## src/rtl/sort_pkg.sv

```systemverilog
// sort_pkg: shared state encoding and sizing constants for sort_seq.
// Holds the FSM enum and the element count / pass count constants.
package sort_pkg;

  typedef enum logic [1:0] {
    LOAD  = 2'd0,
    SORT  = 2'd1,
    DRAIN = 2'd2
  } state_e;

  localparam int N           = 4;
  localparam int PASSES      = N - 1;
  localparam int SORT_CYCLES = (N - 1) * (N - 1);

endpackage

```

## src/rtl/sort_cmp_swap.sv

```systemverilog
// sort_cmp_swap: combinational compare-swap cell, unsigned.
// Ports: a, b in; lo = smaller, hi = larger; swaps only when a > b.
module sort_cmp_swap #(
  parameter int W = 4
) (
  input  logic [W-1:0] a,
  input  logic [W-1:0] b,
  output logic [W-1:0] lo,
  output logic [W-1:0] hi
);

  logic swap;

  // Strict compare keeps ties in place.
  assign swap = a > b;
  assign lo   = swap ? b : a;
  assign hi   = swap ? a : b;

endmodule

```

## src/rtl/sort_seq.sv

```systemverilog
// sort_seq: serial 4-entry sorter, valid/ready in and out, one shared cmp cell.
// Ports: clk, rst (sync high), in_valid/in_ready/in_data, out_valid/out_ready/out_data/out_last, busy.
module sort_seq
  import sort_pkg::*;
#(
  parameter int W = 4
) (
  input  logic         clk,
  input  logic         rst,
  input  logic         in_valid,
  output logic         in_ready,
  input  logic [W-1:0] in_data,
  output logic         out_valid,
  input  logic         out_ready,
  output logic [W-1:0] out_data,
  output logic         out_last,
  output logic         busy
);

  state_e       state_q, state_d;
  logic [1:0]   li_q, li_d;
  logic [1:0]   ci_q, ci_d;
  logic [1:0]   pc_q, pc_d;
  logic [1:0]   di_q, di_d;
  logic [W-1:0] mem_q [N];
  logic [W-1:0] mem_d [N];

  logic [1:0]   ci_nx;
  logic [W-1:0] cs_lo;
  logic [W-1:0] cs_hi;

  assign ci_nx = ci_q + 2'd1;

  sort_cmp_swap #(
    .W(W)
  ) u_cs (
    .a (mem_q[ci_q]),
    .b (mem_q[ci_nx]),
    .lo(cs_lo),
    .hi(cs_hi)
  );

  always_comb begin
    state_d = state_q;
    li_d    = li_q;
    ci_d    = ci_q;
    pc_d    = pc_q;
    di_d    = di_q;
    mem_d   = mem_q;
    unique case (state_q)
      LOAD: begin
        if (in_valid) begin
          mem_d[li_q] = in_data;
          li_d        = li_q + 2'd1;
          if (li_q == 2'(N - 1)) begin
            state_d = SORT;
            ci_d    = 2'd0;
            pc_d    = 2'd0;
          end
        end
      end
      SORT: begin
        mem_d[ci_q]  = cs_lo;
        mem_d[ci_nx] = cs_hi;
        if (ci_q == 2'(N - 2)) begin
          ci_d = 2'd0;
          if (pc_q == 2'(PASSES - 1)) begin
            state_d = DRAIN;
            di_d    = 2'd0;
          end else begin
            pc_d = pc_q + 2'd1;
          end
        end else begin
          ci_d = ci_nx;
        end
      end
      DRAIN: begin
        if (out_ready) begin
          di_d = di_q + 2'd1;
          if (di_q == 2'(N - 1)) begin
            state_d = LOAD;
            li_d    = 2'd0;
          end
        end
      end
      default: state_d = LOAD;
    endcase
  end

  always_ff @(posedge clk) begin
    if (rst) begin
      state_q <= LOAD;
      li_q    <= 2'd0;
      ci_q    <= 2'd0;
      pc_q    <= 2'd0;
      di_q    <= 2'd0;
      for (int i = 0; i < N; i++) begin
        mem_q[i] <= '0;
      end
    end else begin
      state_q <= state_d;
      li_q    <= li_d;
      ci_q    <= ci_d;
      pc_q    <= pc_d;
      di_q    <= di_d;
      for (int i = 0; i < N; i++) begin
        mem_q[i] <= mem_d[i];
      end
    end
  end

  // rst gates in_ready so the producer sees no accept during reset.
  assign in_ready  = (state_q == LOAD) && !rst;
  assign out_valid = (state_q == DRAIN);
  assign out_last  = (state_q == DRAIN) && (di_q == 2'(N - 1));
  assign out_data  = (state_q == DRAIN) ? mem_q[di_q] : '0;
  assign busy      = (state_q != LOAD);

endmodule

```

## config.mk

```make
export PLATFORM = sky130hd
export DESIGN_NAME = sort_seq
export DESIGN_NICKNAME = d
export VERILOG_FILES = /design/src/rtl/sort_pkg.sv /design/src/rtl/sort_cmp_swap.sv /design/src/rtl/sort_seq.sv
export SDC_FILE = /design/constraint.sdc
export NUM_CORES = 1
export LEC_CHECK = 0
export ABC_AREA = 1
export ABC_CLOCK_PERIOD_IN_PS = 6500
export BUFFER_PORTS_ARGS = -buffer_cell sky130_fd_sc_hd__buf_2
export CAP_MARGIN = 10
export CORE_UTILIZATION = 35
export DETAILED_ROUTE_END_ITERATION = 7
export SETUP_SLACK_MARGIN = 0.4
export SYNTH_ARGS = -nofsm -noshare
export SYNTH_HDL_FRONTEND = slang
export SYNTH_HIERARCHICAL = 1
export SYNTH_SLANG_ARGS = --single-unit
```

## constraint.sdc

```tcl
create_clock -name clk -period 6.5 [get_ports clk]
set_clock_uncertainty 0.1 [all_clocks]
set_input_delay 1.625 -clock clk [delete_from_list [all_inputs] [get_ports clk]]
set_output_delay 1.625 -clock clk [all_outputs]
set_load 0.03 [all_outputs]
```

==> summary.txt, run 1 <==
Outcome
  • Status: completed

Critical path
  • Critical path's largest stage delay: 0.67 ns
  • Crit-path leading delay family: simple AND/OR/NAND/NOR gates
  • Worst R2R Setup Slack: 2.55 ns
  • CP dominant cell by count: nand2_1
  • CP bufs+invs: 4
  • Worst-case reg-to-reg path depth: 21
  • Max FO, Critical Path: 28
  • CP Cell Sequence: inv_1 -> ha_1 -> inv_1 -> o21ai_0 -> a21oi_1 -> a21oi_1 -> inv_1 -> ha_1 -> nand2_1 -> nand2_1 -> nand2_1 -> nand2_2 -> nand2_4 -> nand2_1 -> nand2_1 -> inv_1 -> nand2_1 -> nand3_1 -> o21ai_0 -> nor2_1 -> nor2_1
  • CP max-delay cell: dfxtp_1
  • Critical Path Sink: mem_q[8]$_SDFFE_PP0P_
  • Crit path launch type: flip-flop
  • Crit path depth: 21
  • Crit. End Element: flip-flop
  • Reg2reg start: ci_q[0]$_SDFFE_PP0P_
  • Required time of the critical path: 6.58 ns
  • R2R Path End: mem_q[8]$_SDFFE_PP0P_
  • Crit Path Class: flip-flop to flip-flop
  • Crit path arrival time: 4.04 ns
  • Crit. Startpoint: ci_q[0]$_SDFFE_PP0P_

Timing
  • Setup TNS: 0 ns
  • Slew HR: 50.2%
  • Clock period minus worst slack: 3.95 ns
  • RSZ-0062 raised after global routing: false
  • Final Slew Violations: 0
  • Final hold violation count: 0
  • F_max: 253 MHz
  • Slew @ Worst Pin: 0.746 ns
  • Fin crit share: 60.8%
  • Setup violators final: 0

Pwr
  • Worst VDD drop: 0.0872 mV
  • Leak: 0.00129 µW
  • Pwr dens: 200 mW/mm²

Yosys
  • Sequential share of the synthesized area: 21.6%
  • Cell variety after synth: 25
  • Synthesized cell area: 0.00241 mm²
  • Synthesis-stage register bit count: 26
  • Cells after Synth: 431
  • Top cells by area, synth: nand2_1, dfxtp_1, ha_1
  • Post-synth EDFFs: 0
  • Syn Nets: 457
  • Top FF cell, synth: dfxtp_1
  • Synth top area share: 22.8%
  • Ys Warns: 6
  • Synth area leader: nand2_1
  • Async SR Flop Fraction: 0%
  • Synthesized area per cell: 5.58 µm²

Finish
  • Layout cells sized above 1: 7.73%
  • Non-Filler Instances: 517
  • Final standard cell area without fillers: 0.00259 mm²
  • Fillcell total: 718
  • Storage element area: 520 µm²
  • Area Growth Syn to Fin: 7.75%
  • Number of diodes: 0
  • Layout Nets: 467
  • Multi-input logic area: 0.00162 mm²

Floorplanning
  • Die ar.: 0.00721 mm²
  • Starting density of the core: 37.0%
  • Die width: 84.9 µm
  • Rows: 29
  • Die H: 84.9 µm
  • I/O pin count: 16
  • Core ar.: 0.00649 mm²

GRT
  • Total Routing Usage GR: 20.7%
  • Vias in the first global route: 2504
  • GRT overflow: 0
  • Pin count of the biggest net entering global routing: 29
  • First-pass GRT wire length: 11.9 mm
  • Initial antenna violation count: 0

CTS
  • Clock Tree Buf Depth: 2
  • Cts repair resizes: 0
  • Cts bufs inserted: 3
  • # H-tree levels: 1
  • Clock slew at reported path FFs: 0.10 ns
  • Clk sinks: 26
  • Clk_lat worst skew: 0.28 ns
  • Setup bufs post-CTS: 0
  • Clock Tree Root: clkbuf_8
  • CTS tree: built
  • Hold-fix buffers, CTS: 0

Worst hold path
  • Hold Path Class: flip-flop to flip-flop
  • Hold wc startpoint: pc_q[0]$_SDFFE_PP0P_

Drt
  • Drt wl/cell: 13.7 µm
  • Antenna viol nets, final: 0
  • Via Count: 2699
  • Vias per cell: 5.22
  • DRC Markers: 0
  • Routed WL: 7.06 mm
  • Drt pass-1 iters: 5
  • DR iter-0 viols: 256

Placement
  • Placement Cell Area: 0.00252 mm²
  • # port buffers: 15
  • Dpl cells: 513
  • Placer Congestion: 0.939
  • Dpl hpwl: 5.42 mm

Flow run
  • Max Cap Viol: 0
-- tightest hold or removal path: stages (launching register included) --
cell and delay (ns):
dfxtp_1 0.34, a21oi_1 0.04, nor2_1 0.08
-- per-stage QoR --
stage	power [µW]	utilization (%)	setup WS [ns]	hold WS, ns
4_1_cts	519	39.9	2.58	0.403
3_5_place_dp	375	38.8	2.59	0.376
6_report	519	39.9	2.55	0.392
3_3_place_gp	374	38.8	2.73	0.368
2_1_floorplan	330	-	2.74	0.352
5_1_grt	555	39.9	2.19	0.455
-- per-layer routing --
metal	part of all wire [%]	GRT usage [%]	vias up
li1	-	-	1379
met1	47	27.7	1214
met2	45	34.7	93
met3	5.8	2.82	13
met4	2.0	6.32	0
met5	0	0	-
-- final cells by class --
cell class	count	area share, %
Timing Repair Buffer	15	2.90
Inverter	56	8.11
Sequential cell	26	20.1
Clock buffer	3	1.59
Tap cell	77	3.72
Clock inverter	1	1.16
Multi-Input combinational cell	339	62.5
-- report_power, final --
group | internal, µW | switching [µW]
clock network | 82.6 | 60.1
logic | 56.9 | 136
registers | 171 | 12.5
-- cells in the final DEF (no fill, tap or decap), types with 2 or more instances in the layout --
cell type  instances
a21oi_1           44
buf_2             15
clkbuf_8           3
dfxtp_1           26
ha_1              18
inv_1             53
inv_2              2
nand2_1          146
nand2_2            6
nand3_1           35
nor2_1            52
nor2_2             2
o21ai_0           26
o21ai_1            3
-- registers in the layout, indices dropped and copies added, names as in the netlist --
name	cells
state_q	2
ci_q	2
pc_q	2
di_q	2
mem_q	16
li_q	2
-- worst min-delay path by stage --
stage,to,depth (start not counted)
after floorplan,pc_q[0]$_SDFFE_PP0P_,2
after global placement,pc_q[0]$_SDFFE_PP0P_,2
after detailed placement,pc_q[0]$_SDFFE_PP0P_,2
after CTS,pc_q[0]$_SDFFE_PP0P_,2
after global routing,pc_q[0]$_SDFFE_PP0P_,2
final,pc_q[0]$_SDFFE_PP0P_,2
-- logic make-up (layout without fill, tap and decap cells) --
| group | Yosys count | after routing | synth area share (%) |
|---|---|---|---|
| AOI/OAI and AO/OA | 75 | 75 | 15.8 |
| adders and majority gates | 18 | 18 | 9.36 |
| buffers and inverters | 66 | 75 | 11.1 |
| DFF | 26 | 26 | 21.6 |
| and+or+nand+nor | 246 | 246 | 42.1 |
-- synth_stat cells, types with 2 or more instances --
| master | number |
|---|---|
| o21ai_0 | 26 |
| nor2_1 | 52 |
| a21oi_1 | 44 |
| nor2_2 | 2 |
| inv_1 | 53 |
| dfxtp_1 | 26 |
| ha_1 | 18 |
| inv_2 | 2 |
| o21ai_1 | 3 |
| nand2_1 | 146 |
| buf_2 | 6 |
| nand3_1 | 35 |
| nand2_2 | 6 |
Power figures use the tool's default switching activity.
==> inputs of run 2 (changes only) <==
- ABC_CLOCK_PERIOD_IN_PS: 6500 -> 3800
- clock period: 6.5 -> 3.8 ns (I/O delays scaled with it)
==> run 2 against run 1 <==
Against the previous run:
- first-iteration DRC count shrank 13%
- sequential cell count is the same
- sequential power grew 70%
- critical path depth shrank 3
- combinational power grew 72%
- power grew 72%
- register-to-register slack lost 1.8 ns
- clock power grew 72%
- design area grew 1.3%
- worst hold slack gained 0.017 ns
==> summary.txt, run 2 (synthesis results as in run 1) <==
Placement
  • Dpl hpwl: 5.44 mm (was 5.42 mm)
  • Post-Place Setup Slack: 0.659 ns (was 2.59 ns)
  • Placer Congestion: 0.914 (was 0.939)
  • # port buffers: 15 (unchanged)

Timing
  • Final Slew Violations: 0 (unchanged)
  • Setup TNS: 0 ns (unchanged)
  • Slew @ Worst Pin: 0.809 ns (was 0.746 ns)
  • Fin crit share: 79.7% (was 60.8%)
  • F_max: 330 MHz (was 253 MHz)
  • RSZ-0062 raised after global routing: false (unchanged)
  • Slew HR: 46.0% (was 50.2%)
  • Setup violators final: 0 (unchanged)
  • Clock period minus worst slack: 3.03 ns (was 3.95 ns)
  • Final hold violation count: 0 (unchanged)
  • Final setup margin: 0.770 ns (was 2.55 ns)

Floorplanning
  • Starting density of the core: 37.0% (unchanged)
  • Die ar.: 0.00721 mm² (unchanged)
  • Die width: 84.9 µm (unchanged)
  • Core ar.: 0.00649 mm² (unchanged)
  • Die H: 84.9 µm (unchanged)
  • I/O pin count: 16 (unchanged)
  • Rows: 29 (unchanged)

Worst hold path
  • Hold path cells: 2 (unchanged)
  • Hold Path Class: flip-flop to flip-flop (unchanged)
  • Hold wc startpoint: pc_q[0]$_SDFFE_PP0P_ (unchanged)
  • Worst Hold End: pc_q[0]$_SDFFE_PP0P_ (unchanged)

Finish
  • Most frequent cells in the layout: nand2_1, inv_1, nor2_1 (unchanged)
  • Multi-input logic area: 0.00163 mm² (was 0.00162 mm²)
  • Layout Nets: 470 (was 467)
  • Fillcell total: 719 (was 718)
  • Number of diodes: 0 (unchanged)
  • Area Growth Syn to Fin: 9.15% (was 7.75%)
  • Util after Layout: 40.4% (was 39.9%)
  • Layout cells sized above 1: 9.26% (was 7.73%)
  • Max FFs per register: 16 (unchanged)
  • Top reg by flops: mem_q (unchanged)
  • Most common cell after layout, fill and taps aside: nand2_1 (unchanged)
  • Storage element area: 520 µm² (unchanged)

Critical path
  • Required time of the critical path: 3.93 ns (was 6.58 ns)
  • Worst-case reg-to-reg path depth: 18 (was 21)
  • Max FO, Critical Path: 9 (was 28)
  • Crit path arrival time: 3.16 ns (was 4.04 ns)
  • Worst R2R Setup Slack: 0.77 ns (was 2.55 ns)
  • Reg2reg start: ci_q[1]$_SDFFE_PP0P_ (was ci_q[0]$_SDFFE_PP0P_)
  • Crit. Startpoint: ci_q[1]$_SDFFE_PP0P_ (was ci_q[0]$_SDFFE_PP0P_)
  • R2R Path End: mem_q[8]$_SDFFE_PP0P_ (unchanged)
  • Crit path launch type: flip-flop (unchanged)
  • Crit. End Element: flip-flop (unchanged)
  • Crit Path Class: flip-flop to flip-flop (unchanged)

CTS
  • Clock Tree Buf Depth: 2 (unchanged)
  • Setup bufs post-CTS: 0 (unchanged)
  • # H-tree levels: 1 (unchanged)
  • Clk sinks: 26 (unchanged)
  • Cts bufs inserted: 3 (unchanged)
  • Clk_lat worst skew: 0.29 ns (was 0.28 ns)
  • Clock slew at reported path FFs: 0.11 ns (was 0.10 ns)
  • Clock Tree Root: clkbuf_8 (unchanged)
  • CTS tree: built (unchanged)

Flow run
  • Max Cap Viol: 0 (unchanged)

Drt
  • DR iter-0 viols: 222 (was 256)
  • Drt pass-1 iters: 5 (unchanged)
  • Via Count: 2694 (was 2699)
  • Vias per cell: 5.18 (was 5.22)
  • Routed WL: 7.30 mm (was 7.06 mm)
  • Drt wl/cell: 14.0 µm (was 13.7 µm)
  • Antenna viol nets, final: 0 (unchanged)
  • DRC Markers: 0 (unchanged)

Pwr
  • Switch share: 40.3% (was 40.2%)
  • Switching Power: 358 µW (was 208 µW)
  • Comb power frac: 37.2% (about the same)
  • Clk network pwr share: 27.7% (was 27.5%)
  • Internal Pwr Total: 532 µW (was 310 µW)
  • Final Power: 890 µW (was 519 µW)
  • Worst VDD drop: 0.149 mV (was 0.0872 mV)
  • Sequential share of power: 35.1% (was 35.3%)
  • Pwr dens: 339 mW/mm² (was 200 mW/mm²)
  • Leak: 0.00130 µW (was 0.00129 µW)

GRT
  • GRT overflow: 0 (unchanged)
  • Pin count of the biggest net entering global routing: 28 (was 29)
  • Initial antenna violation count: 0 (unchanged)
  • First-pass GRT wire length: 12.1 mm (was 11.9 mm)
  • Total Routing Usage GR: 21.1% (was 20.7%)
  • Vias in the first global route: 2547 (was 2504)

Outcome
  • Status: completed (unchanged)
-- run 2: worst max-delay path, cell delays in order (launching register included) --
cell and delay (ns):
dfxtp_1 0.45, clkinv_1 0.13, ha_1 0.30, inv_2 0.14
a21oi_1 0.07, a21oi_2 0.23, inv_1 0.07, ha_1 0.28
a21oi_1 0.18, nand2_2 0.15, nand2_4 0.13, nand2_1 0.06
nand2_1 0.16, nand2_1 0.08, nand2_1 0.07, nand3_1 0.07
o21ai_0 0.14, nor2_1 0.07, nor2_1 0.10
-- run 2: power groups by stage --
stage | logic [µW] | registers [µW] | clock network (µW)
2_1_floorplan | 254 | 310 | 0
3_3_place_gp | 322 | 318 | 0
3_5_place_dp | 323 | 318 | 0
4_1_cts | 325 | 311 | 254
5_1_grt | 376 | 315 | 263
6_report | 331 | 312 | 246
-- run 2: worst max path at each step --
| stage | depth (start not counted) | endpoint | slack, ns |
|---|---|---|---|
| floorplan | 22 | mem_q[8]$_SDFFE_PP0P_ | 0.85 |
| global route | 20 | mem_q[7]$_SDFFE_PP0P_ | 0.43 |
| finish | 18 | mem_q[8]$_SDFFE_PP0P_ | 0.77 |
| global placement | 18 | mem_q[8]$_SDFFE_PP0P_ | 0.73 |
| CTS | 18 | mem_q[4]$_SDFFE_PP0P_ | 0.61 |
| detailed placement | 18 | mem_q[8]$_SDFFE_PP0P_ | 0.66 |
-- run 2: what timing repair did --
item	4_1_cts	5_1_grt
setup endpoints to repair	0	15
hold endpoints to repair	0	0
resized for setup	0	4
hold buffers	0	0
-- run 2: per-layer routing --
metal / track usage (%) / vias up / part of all wire, %
li1: - / 1386 / -
met1: 27.4 / 1175 / 46
met4: 8.47 / 0 / 2.8
met5: 0 / - / 0
met3: 3.02 / 19 / 7.0
met2: 35.3 / 114 / 44
-- run 2: stage by stage --
step | hold WS [ns] | area, µm² | instances
4_1_cts | 0.408 | 2620 | 520
2_1_floorplan | 0.352 | 2410 | 431
3_5_place_dp | 0.380 | 2540 | 516
3_3_place_gp | 0.369 | 2540 | 516
5_1_grt | 0.439 | 2630 | 520
6_report | 0.409 | 2630 | 520
-- run 2: final cells by class --
cell class / instances / share of cell area, %
Tap cell: 77 / 3.67
Multi-Input combinational cell: 339 / 62.1
Timing Repair Buffer: 18 / 3.72
Inverter: 56 / 8.00
Clock inverter: 1 / 1.14
Clock buffer: 3 / 1.57
Sequential cell: 26 / 19.8
==> inputs of run 3 (changes only) <==
- ABC_CLOCK_PERIOD_IN_PS: 3800 -> 2700
- clock period: 3.8 -> 2.7 ns (I/O delays scaled with it)
==> run 3 against run 2 <==
Against the previous run:
- the run now ends with design-rule violations left
- cell count grew 6.7%
- clock-buffer cell count grew 1
- first-iteration DRC count grew 32%
- combinational power grew 140%
- largest power group unchanged
- highest routed layer unchanged
==> summary.txt, run 3 (synthesis results as in run 1) <==
Placement
  • Dpl cells: 536 (was 516)
  • Placement Cell Area: 0.00277 mm² (was 0.00254 mm²)
  • Dpl hpwl: 5.84 mm (was 5.44 mm)
  • Placer Congestion: 0.866 (was 0.914)
  • # port buffers: 15 (unchanged)

Critical path
  • Crit Path Class: flip-flop to flip-flop (unchanged)
  • Crit path arrival time: 2.75 ns (was 3.16 ns)
  • Crit-path leading delay family: compound AO/OA/AOI/OAI gates (was simple AND/OR/NAND/NOR gates)
  • Crit. End Element: flip-flop (unchanged)
  • Required time of the critical path: 2.82 ns (was 3.93 ns)
  • CP bufs+invs: 4 (was 3)
  • CP Cell Sequence: inv_4 -> buf_8 -> buf_4 -> o21ai_0 -> a21oi_1 -> a21oi_2 -> ha_4 -> a21oi_4 -> nand2_8 -> nand2_8 -> nand2_2 -> nand2_4 -> inv_4 -> nand2_2 -> nand3_2 -> o21ai_2 -> nor2_1 -> nor2_1 (was clkinv_1 -> ha_1 -> inv_2 -> a21oi_1 -> a21oi_2 -> inv_1 -> ha_1 -> a21oi_1 -> nand2_2 -> nand2_4 -> nand2_1 -> nand2_1 -> nand2_1 -> nand2_1 -> nand3_1 -> o21ai_0 -> nor2_1 -> nor2_1)
  • CP max-delay cell: dfxtp_2 (was dfxtp_1)
  • Critical path's largest stage delay: 0.36 ns (was 0.45 ns)
  • Max FO, Critical Path: 11 (was 9)
  • Crit path launch type: flip-flop (unchanged)

Pwr
  • Switch share: 43.4% (was 40.3%)
  • Worst VDD drop: 0.167 mV (was 0.149 mV)
  • Pwr dens: 457 mW/mm² (was 339 mW/mm²)
  • Final Power: 1500 µW (was 890 µW)
  • Clk network pwr share: 17.4% (was 27.7%)
  • Internal Pwr Total: 849 µW (was 532 µW)
  • Comb power frac: 53.3% (was 37.2%)
  • Sequential share of power: 29.3% (was 35.1%)
  • Switching Power: 650 µW (was 358 µW)
  • Leak: 0.00152 µW (was 0.00130 µW)

GRT
  • Total Routing Usage GR: 22.9% (was 21.1%)
  • GRT overflow: 0 (unchanged)
  • Vias in the first global route: 2716 (was 2547)
  • Initial antenna violation count: 0 (unchanged)
  • First-pass GRT wire length: 13.2 mm (was 12.1 mm)
  • Pin count of the biggest net entering global routing: 24 (was 28)

Floorplanning
  • Die ar.: 0.00721 mm² (unchanged)
  • Rows: 29 (unchanged)
  • Starting density of the core: 37.0% (unchanged)
  • I/O pin count: 16 (unchanged)
  • Die H: 84.9 µm (unchanged)
  • Die width: 84.9 µm (unchanged)
  • Core ar.: 0.00649 mm² (unchanged)

Timing
  • RSZ-0062 raised after global routing: true (was false)
  • Slew @ Worst Pin: 0.584 ns (was 0.809 ns)
  • Setup TNS: 0 ns (unchanged)
  • Worst Hold Slack: 0.396 ns (was 0.409 ns)
  • Final hold violation count: 0 (unchanged)
  • F_max: 380 MHz (was 330 MHz)
  • Final Slew Violations: 0 (unchanged)
  • Slew HR: 61.0% (was 46.0%)
  • Fin crit share: 97.5% (was 79.7%)
  • Clock period minus worst slack: 2.63 ns (was 3.03 ns)
  • Setup violators final: 0 (unchanged)

Drt
  • Vias per cell: 5.25 (was 5.18)
  • Antenna viol nets, final: 0 (unchanged)
  • DRC Markers: 1 (was 0)
  • Via Count: 2912 (was 2694)
  • Routed WL: 8.03 mm (was 7.30 mm)
  • Drt wl/cell: 14.5 µm (was 14.0 µm)
  • DR iter-0 viols: 293 (was 222)
  • Drt pass-1 iters: 7 (was 5)

Worst hold path
  • Hold Path Class: flip-flop to flip-flop (unchanged)

Finish
  • Final standard cell area without fillers: 0.00328 mm² (was 0.00263 mm²)
  • Most frequent cells in the layout: nand2_1, nor2_1, inv_1 (was nand2_1, inv_1, nor2_1)
  • Layout cells sized above 1: 32.4% (was 9.26%)
  • Storage element area: 529 µm² (was 520 µm²)
  • Area Growth Syn to Fin: 36.4% (was 9.15%)
  • Number of diodes: 0 (unchanged)
  • Non-Filler Instances: 555 (was 520)
  • Layout Nets: 505 (was 470)
  • Most common cell after layout, fill and taps aside: nand2_1 (unchanged)
  • Fillcell total: 669 (was 719)
  • Top reg by flops: mem_q (unchanged)
  • Max FFs per register: 16 (unchanged)
  • Multi-input logic area: 0.00199 mm² (was 0.00163 mm²)

CTS
  • CTS tree: built (unchanged)
  • Clk sinks: 26 (unchanged)
  • Hold-fix buffers, CTS: 0 (unchanged)
  • Clock Tree Buf Depth: 2 (unchanged)
  • Cts bufs inserted: 3 (unchanged)
  • Clock slew at reported path FFs: 0.09 ns (was 0.11 ns)
  • Clock Tree Root: clkbuf_8 (unchanged)
  • Clk_lat worst skew: 0.28 ns (was 0.29 ns)
  • # H-tree levels: 1 (unchanged)

Outcome
  • Failing checks: design-rule violations
  • Status: finished with violations (was completed)

Flow run
  • Max Cap Viol: 0 (unchanged)
-- run 3: cell type report --
class	instances	area share, %
inverters	56	6.98
multi-input cells	340	60.5
clock buffers	4	1.68
well taps	77	2.94
repair buffers	52	11.8
flip-flops and latches	26	16.1
-- run 3: stage by stage --
| step | worst slack (ns) | util (%) |
|---|---|---|
| final | 0.0686 | 50.5 |
| after global placement | -0.0352 | 42.7 |
| after CTS | 0.0683 | 46.1 |
| after detailed placement | -0.0518 | 42.7 |
| after global routing | -0.104 | 50.5 |
| after floorplan | 0.0261 | - |
-- run 3: layer usage --
layer  track usage (%)  wire length [µm]  vias to the layer above
li1                  -                 -                     1458
met1              29.9              3580                     1346
met2              40.2              3950                       94
met3              3.31               381                       14
met4              4.93               120                        0
met5                 0                 0                        -
-- run 3: what timing repair did --
action                     4_1_cts  5_1_grt
setup buffers                    3       11
cloned                           1        0
resized for setup               36       68
setup endpoints to repair       20       21
pin swaps                       34       39
-- run 3: tightest hold or removal path: cells and delay by family, from the launching register on --
kind            cells  cell delay [ns]
simple gates        1             0.09
compound gates      1             0.04
flops               1             0.34
-- run 3: power groups by stage --
stage	registers, µW	clock network (µW)	logic [µW]
2_1_floorplan	437	0	403
3_3_place_gp	447	0	538
3_5_place_dp	448	0	542
4_1_cts	438	270	647
5_1_grt	443	285	872
6_report	439	262	799
-- run 3: final timing paths --
check | start | to | slack [ns] | cells after the start
min | pc_q[0]$_SDFFE_PP0P_ | pc_q[0]$_SDFFE_PP0P_ | 0.40 | 2
max reg2reg | ci_q[0]$_SDFFE_PP0P_ | mem_q[4]$_SDFFE_PP0P_ | 0.07 | 18
min reg2reg | pc_q[0]$_SDFFE_PP0P_ | pc_q[0]$_SDFFE_PP0P_ | 0.40 | 2
max | ci_q[0]$_SDFFE_PP0P_ | mem_q[4]$_SDFFE_PP0P_ | 0.07 | 18
